**src/rtl/f_div_sqrt_ctl_if.sv**
```systemverilog
// Writeback handshake between the div/sqrt controller
// and the register-file write port.
interface f_div_sqrt_ctl_if #(
  parameter int TAG_W = 5
);
  logic             valid;
  logic             ready;
  logic [TAG_W-1:0] tag;
  logic             pipe;
  logic [64:0]      data;
  logic [4:0]       exc;

  modport master (
    output valid, tag, pipe, data, exc,
    input  ready
  );

  modport slave (
    input  valid, tag, pipe, data, exc,
    output ready
  );
endinterface

```
**src/rtl/f_div_sqrt_ctl.sv**
```systemverilog
// Issue/writeback control for the shared iterative
// FP div/sqrt unit: arbitration, flush, result hold.
module f_div_sqrt_ctl #(
  parameter int TAG_W   = 5,
  parameter int TIMEOUT = 255
) (
  input  logic             clk,
  input  logic             rst_n,
  input  logic             i0_valid,
  input  logic             i0_fdiv,
  input  logic             i0_fsqrt,
  input  logic             i0_fp64,
  input  logic [2:0]       i0_rm,
  input  logic [64:0]      i0_rs1,
  input  logic [64:0]      i0_rs2,
  input  logic [TAG_W-1:0] i0_tag,
  input  logic             i1_valid,
  input  logic             i1_fdiv,
  input  logic             i1_fsqrt,
  input  logic             i1_fp64,
  input  logic [2:0]       i1_rm,
  input  logic [64:0]      i1_rs1,
  input  logic [64:0]      i1_rs2,
  input  logic [TAG_W-1:0] i1_tag,
  input  logic             flush_lower,
  output logic             i0_stall,
  output logic             i1_stall,
  output logic             dv_valid,
  output logic [64:0]      dv_rs1,
  output logic [64:0]      dv_rs2,
  output logic             dv_fdiv,
  output logic             dv_fsqrt,
  output logic             dv_fp64,
  output logic [2:0]       dv_rm,
  output logic             dv_flush,
  input  logic             dv_stall,
  input  logic             dv_finish,
  input  logic [64:0]      dv_data,
  input  logic [4:0]       dv_exc,
  f_div_sqrt_ctl_if.master wb,
  output logic             busy,
  output logic             timeout_err
);

  typedef enum logic [1:0] {
    IDLE,
    BUSY,
    DONE,
    DRAIN
  } state_t;

  localparam logic [8:0] TO9 = 9'(TIMEOUT);

  state_t           state;
  logic             v_q;
  logic [TAG_W-1:0] tag_q;
  logic             pipe_q;
  logic [64:0]      data_q;
  logic [4:0]       exc_q;
  logic [7:0]       cnt;
  logic [7:0]       cnt_nx;

  logic req0, req1, can_issue;
  logic grant0, grant1;

  assign req0 = i0_valid & (i0_fdiv | i0_fsqrt);
  assign req1 = i1_valid & (i1_fdiv | i1_fsqrt);
  assign can_issue = (state == IDLE) & ~dv_stall
                   & ~flush_lower;
  assign grant0 = req0 & can_issue;
  assign grant1 = req1 & ~req0 & can_issue;

  assign i0_stall = req0 & ~grant0;
  assign i1_stall = req1 & ~grant1;
  assign dv_valid = grant0 | grant1;
  assign dv_flush = flush_lower;

  assign cnt_nx = (cnt == 8'hff) ? cnt : cnt + 8'd1;

  // Mux the granted pipe's op onto the unit inputs
  always_comb begin
    dv_rs1   = '0;
    dv_rs2   = '0;
    dv_fdiv  = 1'b0;
    dv_fsqrt = 1'b0;
    dv_fp64  = 1'b0;
    dv_rm    = '0;
    unique case (1'b1)
      grant0: begin
        dv_rs1   = i0_rs1;
        dv_rs2   = i0_rs2;
        dv_fdiv  = i0_fdiv & ~i0_fsqrt;
        dv_fsqrt = i0_fsqrt;
        dv_fp64  = i0_fp64;
        dv_rm    = i0_rm;
      end
      grant1: begin
        dv_rs1   = i1_rs1;
        dv_rs2   = i1_rs2;
        dv_fdiv  = i1_fdiv & ~i1_fsqrt;
        dv_fsqrt = i1_fsqrt;
        dv_fp64  = i1_fp64;
        dv_rm    = i1_rm;
      end
      default: ;
    endcase
  end

  // Op tracking FSM, result hold and watchdog
  always_ff @(posedge clk or negedge rst_n) begin
    if (!rst_n) begin
      state       <= IDLE;
      busy        <= 1'b0;
      v_q         <= 1'b0;
      tag_q       <= '0;
      pipe_q      <= 1'b0;
      data_q      <= '0;
      exc_q       <= '0;
      cnt         <= '0;
      timeout_err <= 1'b0;
    end else begin
      unique case (state)
        IDLE: begin
          if (grant0 | grant1) begin
            state  <= BUSY;
            busy   <= 1'b1;
            tag_q  <= grant1 ? i1_tag : i0_tag;
            pipe_q <= grant1;
            cnt    <= '0;
          end
        end
        BUSY: begin
          cnt <= cnt_nx;
          if ({1'b0, cnt_nx} >= TO9)
            timeout_err <= 1'b1;
          if (flush_lower) begin
            state <= DRAIN;
          end else if (dv_finish) begin
            state  <= DONE;
            v_q    <= 1'b1;
            data_q <= dv_data;
            exc_q  <= dv_exc;
          end
        end
        DONE: begin
          if (flush_lower | wb.ready) begin
            state <= IDLE;
            busy  <= 1'b0;
            v_q   <= 1'b0;
          end
        end
        DRAIN: begin
          if (!dv_stall) begin
            state <= IDLE;
            busy  <= 1'b0;
          end
        end
        default: begin
          state <= IDLE;
          busy  <= 1'b0;
          v_q   <= 1'b0;
        end
      endcase
    end
  end

  assign wb.valid = v_q;
  assign wb.tag   = tag_q;
  assign wb.pipe  = pipe_q;
  assign wb.data  = data_q;
  assign wb.exc   = exc_q;

endmodule

```
**src/flat_wrapper.sv**
```systemverilog
// flat-port wrapper written by rule: the top's interface ports become plain ports
module f_div_sqrt_ctl_flat 
#(
  parameter int TAG_W   = 5,
  parameter int TIMEOUT = 255
)
  (clk, rst_n, i0_valid, i0_fdiv, i0_fsqrt, i0_fp64, i0_rm, i0_rs1, i0_rs2, i0_tag, i1_valid, i1_fdiv, i1_fsqrt, i1_fp64, i1_rm, i1_rs1, i1_rs2, i1_tag, flush_lower, i0_stall, i1_stall, dv_valid, dv_rs1, dv_rs2, dv_fdiv, dv_fsqrt, dv_fp64, dv_rm, dv_flush, dv_stall, dv_finish, dv_data, dv_exc, busy, timeout_err, wb_valid, wb_tag, wb_pipe, wb_data, wb_exc, wb_ready);
  f_div_sqrt_ctl_if #(.TAG_W(TAG_W)) wb_i ();
  input  logic clk;
  input  logic rst_n;
  input  logic i0_valid;
  input  logic i0_fdiv;
  input  logic i0_fsqrt;
  input  logic i0_fp64;
  input  logic [2:0] i0_rm;
  input  logic [64:0] i0_rs1;
  input  logic [64:0] i0_rs2;
  input  logic [TAG_W-1:0] i0_tag;
  input  logic i1_valid;
  input  logic i1_fdiv;
  input  logic i1_fsqrt;
  input  logic i1_fp64;
  input  logic [2:0] i1_rm;
  input  logic [64:0] i1_rs1;
  input  logic [64:0] i1_rs2;
  input  logic [TAG_W-1:0] i1_tag;
  input  logic flush_lower;
  output logic i0_stall;
  output logic i1_stall;
  output logic dv_valid;
  output logic [64:0] dv_rs1;
  output logic [64:0] dv_rs2;
  output logic dv_fdiv;
  output logic dv_fsqrt;
  output logic dv_fp64;
  output logic [2:0] dv_rm;
  output logic dv_flush;
  input  logic dv_stall;
  input  logic dv_finish;
  input  logic [64:0] dv_data;
  input  logic [4:0] dv_exc;
  output logic busy;
  output logic timeout_err;
  output wire logic [$bits(wb_i.valid)-1:0] wb_valid;
  output wire logic [$bits(wb_i.tag)-1:0] wb_tag;
  output wire logic [$bits(wb_i.pipe)-1:0] wb_pipe;
  output wire logic [$bits(wb_i.data)-1:0] wb_data;
  output wire logic [$bits(wb_i.exc)-1:0] wb_exc;
  input wire logic [$bits(wb_i.ready)-1:0] wb_ready;
  assign wb_valid = wb_i.valid;
  assign wb_tag = wb_i.tag;
  assign wb_pipe = wb_i.pipe;
  assign wb_data = wb_i.data;
  assign wb_exc = wb_i.exc;
  assign wb_i.ready = wb_ready;
  f_div_sqrt_ctl #(.TAG_W(TAG_W), .TIMEOUT(TIMEOUT)) u_core (.clk(clk), .rst_n(rst_n), .i0_valid(i0_valid), .i0_fdiv(i0_fdiv), .i0_fsqrt(i0_fsqrt), .i0_fp64(i0_fp64), .i0_rm(i0_rm), .i0_rs1(i0_rs1), .i0_rs2(i0_rs2), .i0_tag(i0_tag), .i1_valid(i1_valid), .i1_fdiv(i1_fdiv), .i1_fsqrt(i1_fsqrt), .i1_fp64(i1_fp64), .i1_rm(i1_rm), .i1_rs1(i1_rs1), .i1_rs2(i1_rs2), .i1_tag(i1_tag), .flush_lower(flush_lower), .i0_stall(i0_stall), .i1_stall(i1_stall), .dv_valid(dv_valid), .dv_rs1(dv_rs1), .dv_rs2(dv_rs2), .dv_fdiv(dv_fdiv), .dv_fsqrt(dv_fsqrt), .dv_fp64(dv_fp64), .dv_rm(dv_rm), .dv_flush(dv_flush), .dv_stall(dv_stall), .dv_finish(dv_finish), .dv_data(dv_data), .dv_exc(dv_exc), .wb(wb_i), .busy(busy), .timeout_err(timeout_err));
endmodule
```
**config.mk**
```make
export PLATFORM = sky130hd
export DESIGN_NAME = f_div_sqrt_ctl_flat
export DESIGN_NICKNAME = d
export VERILOG_FILES = /design/src/rtl/f_div_sqrt_ctl_if.sv /design/src/rtl/f_div_sqrt_ctl.sv /design/src/flat_wrapper.sv
export SDC_FILE = /design/constraint.sdc
export NUM_CORES = 1
export LEC_CHECK = 0
export CORE_AREA = 2 2 225 227
export CTS_CLUSTER_SIZE = 40
export DETAILED_ROUTE_END_ITERATION = 6
export DIE_AREA = 0 0 227 229
export HOLD_SLACK_MARGIN = 0.02
export PLACE_DENSITY = 0.42
export SLEW_MARGIN = 20
export SYNTH_ARGS = -nofsm -noshare
export SYNTH_HDL_FRONTEND = slang
export SYNTH_SLANG_ARGS = --single-unit
```
**constraint.sdc**
```tcl
create_clock -name clk -period 3.7 [get_ports clk]
set_input_delay 0.74 -clock clk [delete_from_list [all_inputs] [get_ports clk]]
set_output_delay 0.74 -clock clk [all_outputs]
set_load 0.01 [all_outputs]
```
==> flow_metrics.tcl <==
set metrics [dict create \
    final-hold-violation-count 0 \
    syn_nets 806 \
    setup_viol_count_final 0 \
    insertion_delay_ns 0.36 \
    async_set_or_reset_flop_fraction_in_the_synthesized_netlist 1.00 \
    final_layout_size_suffix_gt1_frac 0.176 \
    groute.layer.met1.usage 0.163 \
    wl_per_cell_um 24.0 \
    drt_drc_violations_left 0 \
    report.power.total_mw 5.40 \
    postCtsHoldBufs 0 \
    track_usage 0.151 \
    cts.root.buffer_cell "clkbuf_16" \
    nNetsFinal 1403 \
    floorplan.rows 82 \
    final_hold_slack_ns 0.417 \
    port_buffers 578 \
    regToRegSetupSlack_ns 1.36 \
    global_route_wire_length_before_repair_um 54300 \
    synth_enable_flop_cells 0 \
    cts-buffers-inserted 9 \
    cts_htree_levels 3 \
    clock_tree_from_tritoncts "built" \
    startpoint_types "input port" \
    ctsLongestPathBuffers 2 \
    ys_seq_area_frac 0.437 \
    highest_clock_rate_mhz 273 \
    outcome "complete, no violations" \
    drt-pass1-iter-count 4 \
    maximum_clock_skew_at_final_layout_ns 0.00780 \
    vias_per_cell 3.72 \
    routed_wire_length_um 41600 \
    depth_of_the_worst_register_to_register_path 7 \
    floorplan_core_area_um2 49700 \
    maximum_fanout_along_the_worst_path 10 \
    critical_path.reg2reg.startpoint "u_core.state[1]$_DFFE_PN0P_" \
    postSynthAreaPerCell_um2 11.5 \
    dp_hpwl_um 35400 \
    critPathArrivalTime_ns 2.92 \
    final_cell_mix "441 x clkdlybuf4s50_1, 134 x a22o_1, 97 x dlygate4sd2_1, 89 x dfrtp_1, 72 x mux2_2" \
    ant_nets 0 \
    max_slew_margin 0.545 \
    die-height_um 229 \
    worst_setup_path_startpoint "flush_lower" \
    grt_max_degree 49 \
    number_of_clock_sinks 89 \
    reg2reg_to "u_core.cnt[0]$_DFFE_PN0P_" \
    detail_route.iter0.violations 262 \
    tightest_slew_ns 0.683 \
    hold_path_class "in -> async" \
    timing_max_transition_violations_final 0 \
    clk_pin_slew_worst_paths_ns 0.06 \
    first_global_vias 6828 \
    leakage_power_summed_over_all_cells_nw 5.33 \
    yosys_warning_count 0 \
    unrepaired_setup_endpoints_after_global_routing "yes" \
    most_common_cell_after_layout_fill_and_taps_aside "clkdlybuf4s50_1" \
    yosys.cell_types.count 40 \
    area_post_placement_um2 12000 \
    area_growth_pct 141 \
    final_non_filler_cell_area_um2 12300 \
    path_class "in -> out" \
    highest_ir_drop_seen_on_vdd_v 0.000297 \
    fill_count 5426 \
    crit_required_ns 2.96 \
    power_per_cell_area_nw_per_um2 440 \
    fin_crit_ns 3.66 \
    globalplace.congestion 0.982 \
    max_cap_viol_count 0 \
    synth-seq-cells 89 \
    grtUsageMet3 0.0543 \
    synth_flop_cell "dfrtp_1" \
    synth.cell_area_um2 5100 \
    vias 6464 \
    initial_core_util 0.103 \
    post_synth_inst_count 445 \
    globalRouteMet2Util 0.252 \
    grt_antenna_before_repair 20 \
    pin_count 579 \
    top_usage_layer "met2" \
    type_of_element_capturing_the_critical_path "output pin" \
    fp.dieArea_um2 52000 \
    chipWidth_um 227 \
    timing.final.crit_share 0.990 \
    grt_overflow_total 0 \
]
## Yosys cell counts, drive strengths merged, types with 4 or more instances
cell type    n  area [um^2]
clkbuf      13         48.8
mux2        72          811
nand2       11         41.3
nand3        4         20.0
buf         36          218
nor2b        4         25.0
o21ai        8         40.0
nor2        16         67.6
dfrtp       89         2230
mux2i        9         90.1
a22o       138         1210
a21oi       13         65.1
## flip-flops by register name, indices dropped and copies added, names as in the netlist
name                cells
u_core.busy             1
u_core.wb.tag           5
u_core.timeout_err      1
u_core.wb.data         65
u_core.state            2
u_core.cnt              8
u_core.wb.exc           5
u_core.wb.valid         1
u_core.wb.pipe          1
## layout make-up
type	count	area [um^2]	area share
repair buffers	635	6240	0.508
multi-input cells	304	2650	0.216
flip-flops and latches	89	2230	0.181
well taps	672	841	0.0684
clock buffers	10	229	0.0186
diodes	19	47.5	0.00387
clock inverters	6	43.8	0.00356
inverters	3	11.3	0.000916
## report_power, final
part           switching [mW]  internal, mW  total [mW]
clock                   0.419         0.458       0.876
combinational            1.08          1.74        2.82
sequential              0.282          1.43        1.71
## through the flow
| stage | worst slack, ns | util | setup TNS (ns) | cells |
|---|---|---|---|---|
| after floorplan | 0.808 | - | 0 | 445 |
| after global placement | -0.358 | 0.241 | -33.49 | 1694 |
| after detailed placement | -0.376 | 0.241 | -36.08 | 1694 |
| after CTS | -0.190 | 0.245 | -0.895 | 1714 |
| after global routing | -0.00604 | 0.247 | -0.00604 | 1737 |
| final | 0.0373 | 0.248 | 0 | 1738 |
## what timing repair did
action                                  4_1_cts  5_1_grt
pin swaps                                     1        2
buffers inserted                              2        3
cloned                                        2        2
endpoints found under the setup margin      131       80
resized for setup                           135       52
## worst max path at each step
| stage | endpoint | slack, ns |
|---|---|---|
| global route | dv_rs1[45] | -0.006 |
| floorplan | dv_fdiv | 0.81 |
| CTS | dv_rs1[3] | -0.19 |
| detailed placement | dv_rs1[40] | -0.38 |
| finish | dv_rs2[33] | 0.04 |
| global placement | dv_rs1[40] | -0.36 |
## worst max-delay path, stage by stage
cell and delay, ns:
clkdlybuf4s50_1 0.42, or4_4 0.51, nor3b_4 0.19, buf_6 0.14, buf_12 0.11, bufbuf_16 0.28
a22o_1 0.21, dlygate4sd2_1 0.31
## metal layers
| metal | up-vias | part of all wire |
|---|---|---|
| met3 | 41 | 0.093 |
| met4 | 0 | 0.036 |
| met2 | 359 | 0.50 |
| li1 | 2957 | - |
| met5 | - | 0 |
| met1 | 3107 | 0.37 |
## cell families (layout without fill, tap and decap cells)
logic type,after synthesis,after routing,synth area share
buf+inv,52,654,0.0545
simple gates,52,52,0.0545
other cells,0,19,0
flops,89,89,0.437
fa+ha+maj,1,1,0.00245
mux,81,81,0.177
compound gates,170,170,0.275
Power figures use the tool's default switching activity.
